$ cat src/rtl/hci_mem_bank_ctrl_pkg.sv
// Shared types for the HCI memory bank controller.
// The sleep/wake logic using these is compiled in only with HCI_BANK_SLEEP_EN.
package hci_package;

    typedef enum logic [1:0] {
        ACTIVE = 2'd0,
        SLEEP  = 2'd1,
        WAKE   = 2'd2
    } hci_bank_state_t;

    // Width holding every count up to the larger of the two thresholds.
    function automatic int unsigned cnt_width(input int unsigned a, input int unsigned b);
        return $clog2(((a > b) ? a : b) + 1);
    endfunction

endpackage

$ cat src/rtl/hci_mem_bank_ctrl_sleep_fsm.sv
// Bank power FSM (ACTIVE/SLEEP/WAKE) with idle and wake counters.
// HCI_BANK_SLEEP_EN compiles the FSM in; otherwise the bank is permanently active.
module hci_bank_sleep_fsm
    import hci_package::*;
#(
    parameter int unsigned IDLE_CYCLES = 16,
    parameter int unsigned WAKE_CYCLES = 4
) (
    input  logic i_clk,
    input  logic i_rst_n,
    input  logic i_clear,
    input  logic i_req,
    output logic o_active,
    output logic o_sleep
);

`ifdef HCI_BANK_SLEEP_EN
    localparam int unsigned CW = cnt_width(IDLE_CYCLES, WAKE_CYCLES);
    localparam logic [CW-1:0] IdleLast = CW'(IDLE_CYCLES - 1);
    localparam logic [CW-1:0] WakeLast = CW'(WAKE_CYCLES - 1);
    localparam logic [CW-1:0] CntSat   = {CW{1'b1}};

    hci_bank_state_t r_state, w_state_d;
    logic [CW-1:0]   r_idle_cnt, w_idle_cnt_d;
    logic [CW-1:0]   r_wake_cnt, w_wake_cnt_d;

    always_comb begin
        w_state_d    = r_state;
        w_idle_cnt_d = r_idle_cnt;
        w_wake_cnt_d = r_wake_cnt;
        case (r_state)
            ACTIVE: begin
                if (i_req) begin
                    w_idle_cnt_d = '0;
                end else if (r_idle_cnt == IdleLast) begin
                    // This cycle is the last idle one allowed before sleeping.
                    w_state_d    = SLEEP;
                    w_idle_cnt_d = '0;
                end else if (r_idle_cnt != CntSat) begin
                    w_idle_cnt_d = r_idle_cnt + 1'b1;
                end
            end
            SLEEP: begin
                if (i_req) begin
                    w_state_d    = WAKE;
                    w_wake_cnt_d = '0;
                end
            end
            WAKE: begin
                // Wake runs to completion whether or not the request is still held.
                if (r_wake_cnt == WakeLast) begin
                    w_state_d    = ACTIVE;
                    w_wake_cnt_d = '0;
                    w_idle_cnt_d = '0;
                end else if (r_wake_cnt != CntSat) begin
                    w_wake_cnt_d = r_wake_cnt + 1'b1;
                end
            end
            default: begin
                w_state_d    = ACTIVE;
                w_idle_cnt_d = '0;
                w_wake_cnt_d = '0;
            end
        endcase
        if (i_clear) begin
            w_state_d    = ACTIVE;
            w_idle_cnt_d = '0;
            w_wake_cnt_d = '0;
        end
    end

    always_ff @(posedge i_clk) begin
        if (!i_rst_n) begin
            r_state    <= ACTIVE;
            r_idle_cnt <= '0;
            r_wake_cnt <= '0;
        end else begin
            r_state    <= w_state_d;
            r_idle_cnt <= w_idle_cnt_d;
            r_wake_cnt <= w_wake_cnt_d;
        end
    end

    assign o_active = (r_state == ACTIVE);
    assign o_sleep  = (r_state == SLEEP);
`else
    logic w_unused_inputs;
    assign w_unused_inputs = ^{i_clk, i_rst_n, i_clear, i_req};

    assign o_active = 1'b1;
    assign o_sleep  = 1'b0;
`endif

endmodule

$ cat src/rtl/hci_mem_bank_ctrl.sv
// HCI memory bank controller: SRAM passthrough, one-cycle read response register,
// and optional idle sleep (enabled by defining HCI_BANK_SLEEP_EN).
module hci_mem_bank_ctrl
    import hci_package::*;
#(
    parameter int unsigned AW          = 32,
    parameter int unsigned DW          = 32,
    parameter int unsigned BW          = 8,
    parameter int unsigned IW          = 20,
    parameter int unsigned IDLE_CYCLES = 16,
    parameter int unsigned WAKE_CYCLES = 4
) (
    input  logic             clk_i,
    input  logic             rst_ni,
    input  logic             clear_i,
    input  logic             req_i,
    output logic             gnt_o,
    input  logic [AW-1:0]    add_i,
    input  logic             wen_i,
    input  logic [DW/BW-1:0] be_i,
    input  logic [DW-1:0]    data_i,
    input  logic [IW-1:0]    id_i,
    output logic [DW-1:0]    r_data_o,
    output logic             r_valid_o,
    output logic [IW-1:0]    r_id_o,
    output logic             sram_req_o,
    output logic             sram_we_o,
    output logic [AW-1:0]    sram_addr_o,
    output logic [DW/BW-1:0] sram_be_o,
    output logic [DW-1:0]    sram_wdata_o,
    input  logic [DW-1:0]    sram_rdata_i,
    output logic             sram_sleep_o
);

    logic          w_active;
    logic          w_sram_req;
    logic          w_rd_gnt;
    logic          w_rvalid_d;
    logic [IW-1:0] w_rid_d;
    logic          r_rvalid;
    logic [IW-1:0] r_rid;

    hci_bank_sleep_fsm #(
        .IDLE_CYCLES (IDLE_CYCLES),
        .WAKE_CYCLES (WAKE_CYCLES)
    ) u_sleep_fsm (
        .i_clk    (clk_i),
        .i_rst_n  (rst_ni),
        .i_clear  (clear_i),
        .i_req    (req_i),
        .o_active (w_active),
        .o_sleep  (sram_sleep_o)
    );

    assign gnt_o        = req_i & w_active;
    assign w_sram_req   = req_i & gnt_o;
    assign sram_req_o   = w_sram_req;
    assign sram_we_o    = ~wen_i;
    assign sram_addr_o  = add_i;
    assign sram_be_o    = be_i;
    assign sram_wdata_o = data_i;

    assign w_rd_gnt = w_sram_req & wen_i;

    always_comb begin
        w_rvalid_d = w_rd_gnt & ~clear_i;
        w_rid_d    = w_rd_gnt ? id_i : r_rid;
    end

    always_ff @(posedge clk_i) begin
        if (!rst_ni) begin
            r_rvalid <= 1'b0;
            r_rid    <= '0;
        end else begin
            r_rvalid <= w_rvalid_d;
            r_rid    <= w_rid_d;
        end
    end

    // SRAM read data is already aligned with the registered valid/id.
    assign r_data_o  = sram_rdata_i;
    assign r_valid_o = r_rvalid;
    assign r_id_o    = r_rid;

endmodule

$ cat config.mk
export PLATFORM = sky130hd
export DESIGN_NAME = hci_mem_bank_ctrl
export DESIGN_NICKNAME = d
export VERILOG_FILES = /design/src/rtl/hci_mem_bank_ctrl_pkg.sv /design/src/rtl/hci_mem_bank_ctrl_sleep_fsm.sv /design/src/rtl/hci_mem_bank_ctrl.sv
export SDC_FILE = /design/constraint.sdc
export NUM_CORES = 1
export LEC_CHECK = 0
export CAP_MARGIN = 20
export CORE_AREA = 5 5 94 96
export DETAILED_ROUTE_END_ITERATION = 7
export DIE_AREA = 0 0 99 101
export PLACE_DENSITY_LB_ADDON = 0.05
export SYNTH_ARGS = -nofsm -noshare
export SYNTH_HDL_FRONTEND = slang
export SYNTH_SLANG_ARGS = --single-unit
$ cat constraint.sdc
create_clock -name clk_i -period 0.8 [get_ports clk_i]
set_clock_uncertainty 0.1 [all_clocks]
set_input_delay 0.12 -clock clk_i [delete_from_list [all_inputs] [get_ports clk_i]]
set_output_delay 0.12 -clock clk_i [all_outputs]
set_load 0.02 [all_outputs]
==> results of run 1 <==
==> kinds of logic (layout without fill, tap and decap cells) <==
logic type | Yosys count | in the layout | share of synthesized area [%]
buf+inv | 115 | 68 | 51.0
simple gates | 42 | 42 | 13.1
flops | 21 | 21 | 25.2
compound gates | 20 | 20 | 10.5
other cells | 1 | 1 | 0.225
==> Yosys cell counts <==
library cell,count,area share [%]
buf_2,7,2.1
dfxtp_1,21,25
buf_4,105,47
buf_6,2,1.4
and2_4,1,0.53
conb_1,1,0.23
inv_1,1,0.23
nand2_1,20,4.5
and3b_1,1,0.53
nand4_1,20,7.5
o21ai_2,20,11
==> area by class of cell <==
| type | instances | area [um2] |
|---|---|---|
| Clock buffer | 3 | 41.3 |
| Clock inverter | 1 | 5.00 |
| Fill cell | 865 | 6240 |
| Inverter | 1 | 3.75 |
| Multi-Input combinational cell | 63 | 397 |
| Sequential cell | 21 | 447 |
| Tap cell | 105 | 131 |
| Timing Repair Buffer | 63 | 702 |
==> registers in the layout, indices dropped and copies added, names as in the netlist <==
register / cells
r_id_o: 20
r_valid_o: 1
==> power breakdown <==
part           leakage (nW)  internal (mW)  total (mW)  switching (mW)
registers             0.181           1.11        1.14          0.0371
clock network        0.0255          0.348       0.733           0.386
logic                 0.468          0.335       0.612           0.277
total                 0.675           1.79        2.49           0.700
==> per-stage QoR <==
step	power, mW	cell area (um2)	setup TNS, ns	cells
final	2.49	1730	-3.02	257
after global routing	2.63	1730	-3.69	257
after CTS	2.56	1720	-3.42	255
after detailed placement	1.70	1530	-23.27	246
after global placement	1.69	1530	-22.91	246
after floorplan	2.12	1670	0	199
==> metal layers <==
metal | wire length, um | track usage [%] | vias to the layer above
met5 | 0 | 0 | -
met4 | 436 | 9.45 | 0
met3 | 444 | 2.56 | 54
met2 | 2170 | 14.2 | 79
met1 | 1490 | 7.90 | 476
li1 | - | - | 455
==> repair_timing <==
| action | in CTS | in global routing |
|---|---|---|
| endpoints found under the setup margin | 45 | 28 |
| buffers inserted | 4 | 2 |
| gates resized for setup | 173 | 4 |
| hold buffers | 0 | 0 |
| cloned | 2 | 0 |
| hold endpoints to repair | 0 | 0 |
| pin swaps | 2 | 6 |
==> final timing paths <==
path / to / start / slack, ns
hold reg to reg: r_id_o[7] / r_id_o[7] / 0.37
setup reg to reg: r_id_o[18] / r_id_o[18] / 0.03
setup / recovery: r_id_o[6] / r_id_o[6] / -0.16
hold / removal: r_data_o[10] / sram_rdata_i[10] / 0.14
==> results.yml, run 1 <==
drt:
  drc: 0
  routed_via_density: 4.14
  dr.pass1.iters: 3
  wl_per_cell_um: 17.7
  vias: 1064
  drt_wl_total_um: 4540
  drtIter0Drc: 21
  postRouteAntennaNets: 0
critical_path:
  crit_required_ns: 0.58
  startpoint_type: "flip-flop"
  crit_type: "reg -> out"
  crit_path_max_fanout: 2
  max_stage_delay_ns: 0.36
  r2r.worst_path.cells: 3
  cp_top_family: "flip-flops"
  cp_cell_sequence: "buf_6"
  cp_slowest_cell: "dfxtp_2"
  path_depth: 1
  cp.buffers_inverters: 1
  end_kind: "output port"
  arrival_ns: 0.74
clock_network:
  cts.sinks: 21
  cts_buffers: 3
  ctsHtreeMaxLevel: 1
  clkTransAtPathRegs_ns: 0.09
  clk_path_buf_depth: 2
  root_buffer: "clkbuf_8"
  cts_tree: "done"
  clock_latency_ns: 0.26
final_layout:
  mostFrequentLayoutCell: "buf_6"
  area_growth_pct: 3.60
  layout_common_cells: "buf_6, clkdlybuf4s50_1, dfxtp_2"
  drive_above_1_share_pct: 57.9
  fin_util_pct: 21.7
  num_antenna_cells: 0
  finish.net_count: 278
logic_synthesis:
  yosysUniqueCellTypes: 11
  syn_nets: 324
  synth_seq_area_share_pct: 25.2
  synth.cell_area_um2: 1670
  syn_inst: 199
  ys_ff_latch: 21
  synth.avg_cell_area_um2: 8.37
  yosysWarnings: 0
global_routing:
  grt-ovfl-total: 0
  grt_usage_pct: 8.54
  grt_start_max_net_pins: 22
  grt_pass1_vias: 1184
  antenna_found_initial: 0
  grt_pass1_wl_um: 6540
worst_hold_path:
  hold_path.class: "in -> out"
  hold_depth: 0
run:
  maxCapViolations: 0
place:
  dp_slack_ns: -0.689
  place_hpwl_um: 3140
  port_buffers: 48
  place.gp.congestion: 0.691
sta:
  final-hold-violation-count: 0
  rsz0062_at_grt: "yes"
  hold_ws_ns: 0.140
  slew_viol_final: 0
  final.min_clock_period_ns: 0.961
  setup_viol: 21
  setup_slack_ns: -0.161
  fin_crit_sh_pct: 120
  maxClockFrequency_ghz: 1.04
floorplan:
  design.portCount: 250
  core_area_um2: 7970
  die_w_um: 99
  initial_utilization_pct: 20.9
  dieArea_um2: 10000
  num_rows: 33
  die_h_um: 101
pwr:
  powerDensity_nw_per_um2: 1440
  ir_drop_v: 0.000478
  power.static_leakage_nw: 0.675
outcome:
  status: "complete, but fails checks"
  violations: "setup timing"
(Power assumes the default switching activity.)
==> run 2: changes to the inputs <==
Settings changed: GPL_TIMING_DRIVEN set to 0.
Clock period 0.8 ns to 1.05 ns, I/O delays scaled along.
==> results.yml, run 2 (synthesis gave the netlist of run 1 again) <==
outcome:
  status: "finished, final reports clean"
pwr:
  clock_power_share_pct: 20.8
  seq_power_share_pct: 33.5
  power.static_leakage_nw: 1.61
  swShare_pct: 33.2
  p_sw_uw: 848
  ir_drop_v: 0.000400
  powerDensity_nw_per_um2: 813
  intPower_mw: 1.70
  combPwrFrac_pct: 45.8
global_routing:
  grt_pass1_vias: 1842
  grt_start_max_net_pins: 12
  grt-ovfl-total: 0
  antenna_found_initial: 0
  grt_usage_pct: 11.3
  grt_pass1_wl_um: 9290
critical_path:
  crit_required_ns: 0.79
  cp_top_family: "buffers and inverters"
  cp_cell_sequence: "clkdlybuf4s15_2 > buf_4 > clkdlybuf4s15_2"
  cp_slowest_cell: "clkdlybuf4s15_2"
  crit_type: "in -> out"
  end_kind: "output port"
  crit_top_cell: "clkdlybuf4s15_2"
  arrival_ns: 0.76
  startpoint_type: "input pin"
  crit_path_max_fanout: 5
  cp.buffers_inverters: 3
  max_stage_delay_ns: 0.24
run:
  maxCapViolations: 0
sta:
  setup_slack_ns: 0.0352
  rsz0062_at_grt: "no"
  final-hold-violation-count: 0
  slew_viol_final: 0
  setup_viol: 0
  final.min_clock_period_ns: 1.01
  maxClockFrequency_ghz: 0.985
  fin_crit_sh_pct: 96.7
  hold_ws_ns: 0.0865
final_layout:
  fin_util_pct: 39.4
  mostFrequentLayoutCell: "buf_4"
  area_growth_pct: 88.4
  finish.net_count: 476
  largest_register_ffs: 20
  drive_above_1_share_pct: 48.3
  layout_common_cells: "buf_4, dlygate4sd2_1, clkdlybuf4s50_1"
  num_antenna_cells: 0
clock_network:
  root_buffer: "clkbuf_8"
  cts.sinks: 21
  post_cts_resized: 203
  cts_setup_buffers: 0
  cts_tree: "done"
  clkTransAtPathRegs_ns: 0.08
  ctsHoldBuffers: 0
  clock_latency_ns: 0.25
  ctsHtreeMaxLevel: 1
  cts_buffers: 3
  clk_path_buf_depth: 2
floorplan:
  die_h_um: 101
  num_rows: 33
  core_area_um2: 7970
  dieArea_um2: 10000
  design.portCount: 250
  initial_utilization_pct: 20.9
  die_w_um: 99
worst_hold_path:
  hold_path.class: "in -> reg"
drt:
  vias: 1722
  dr.pass1.iters: 4
  drt_wl_total_um: 6430
  drtIter0Drc: 26
  postRouteAntennaNets: 0
  wl_per_cell_um: 14.1
  routed_via_density: 3.78
  drc: 0
place:
  port_buffers: 147
  place_hpwl_um: 5670
  place.gp.congestion: 0.671
  dp_slack_ns: -0.757
==> run 2: cell types whose count changed in the layout (fill, tap and decap cells not counted) <==
cell	delta
buf_4	+114
dlygate4sd2_1	+100
buf_6	-21
dfxtp_1	+16
dfxtp_2	-16
buf_2	+8
buf_12	-4
clkdlybuf4s15_2	+3
buf_16	-2
clkbuf_1	+1
clkinv_2	-1
==> run 2: per-stage QoR <==
step	power [mW]	instances	TNS (ns)	area, um2
after CTS	2.60	455	0	3090
after global routing	2.71	455	0	3140
after detailed placement	2.23	451	-16.19	3270
after floorplan	1.62	199	0	1670
final	2.55	455	0	3140
after global placement	2.23	451	-15.94	3270
==> run 2: area by class of cell <==
class                   instances  area, um2
repair buffers                147       1280
fillers                       851       4830
flip-flops and latches         21        427
well taps                     105        131
clock buffers                   4       45.0
inverters                       1       3.75
plain buffers                 114        852
multi-input cells              63        397
==> run 2: worst paths after layout <==
| kind | startpoint | cells past startpoint | slack (ns) | endpoint |
|---|---|---|---|---|
| setup / recovery | req_i | 3 | 0.04 | gnt_o |
| hold / removal | rst_ni | 3 | 0.09 | r_id_o[19] |
| setup reg to reg | r_id_o[18] | 2 | 0.38 | r_id_o[18] |
| hold reg to reg | r_id_o[6] | 2 | 0.36 | r_id_o[6] |
==> run 2: worst register-to-register path, cell delays in order, from the launching register on <==
cell and delay, ns:
dfxtp_1 0.34, nand2_1 0.07, o21ai_2 0.10
==> run 2: routing by layer <==
layer	GRT usage [%]	share of wire, %
met2	22.7	56
met4	2.21	0.48
met1	11.2	32
met3	3.74	12
met5	0	0
==> run 2: power by group through the flow <==
stage / clock [mW] / sequential, mW / combinational [mW]
after floorplan: 0 / 0.918 / 0.699
after global placement: 0 / 0.870 / 1.36
after detailed placement: 0 / 0.871 / 1.36
after CTS: 0.573 / 0.852 / 1.17
after global routing: 0.607 / 0.861 / 1.24
final: 0.530 / 0.854 / 1.17
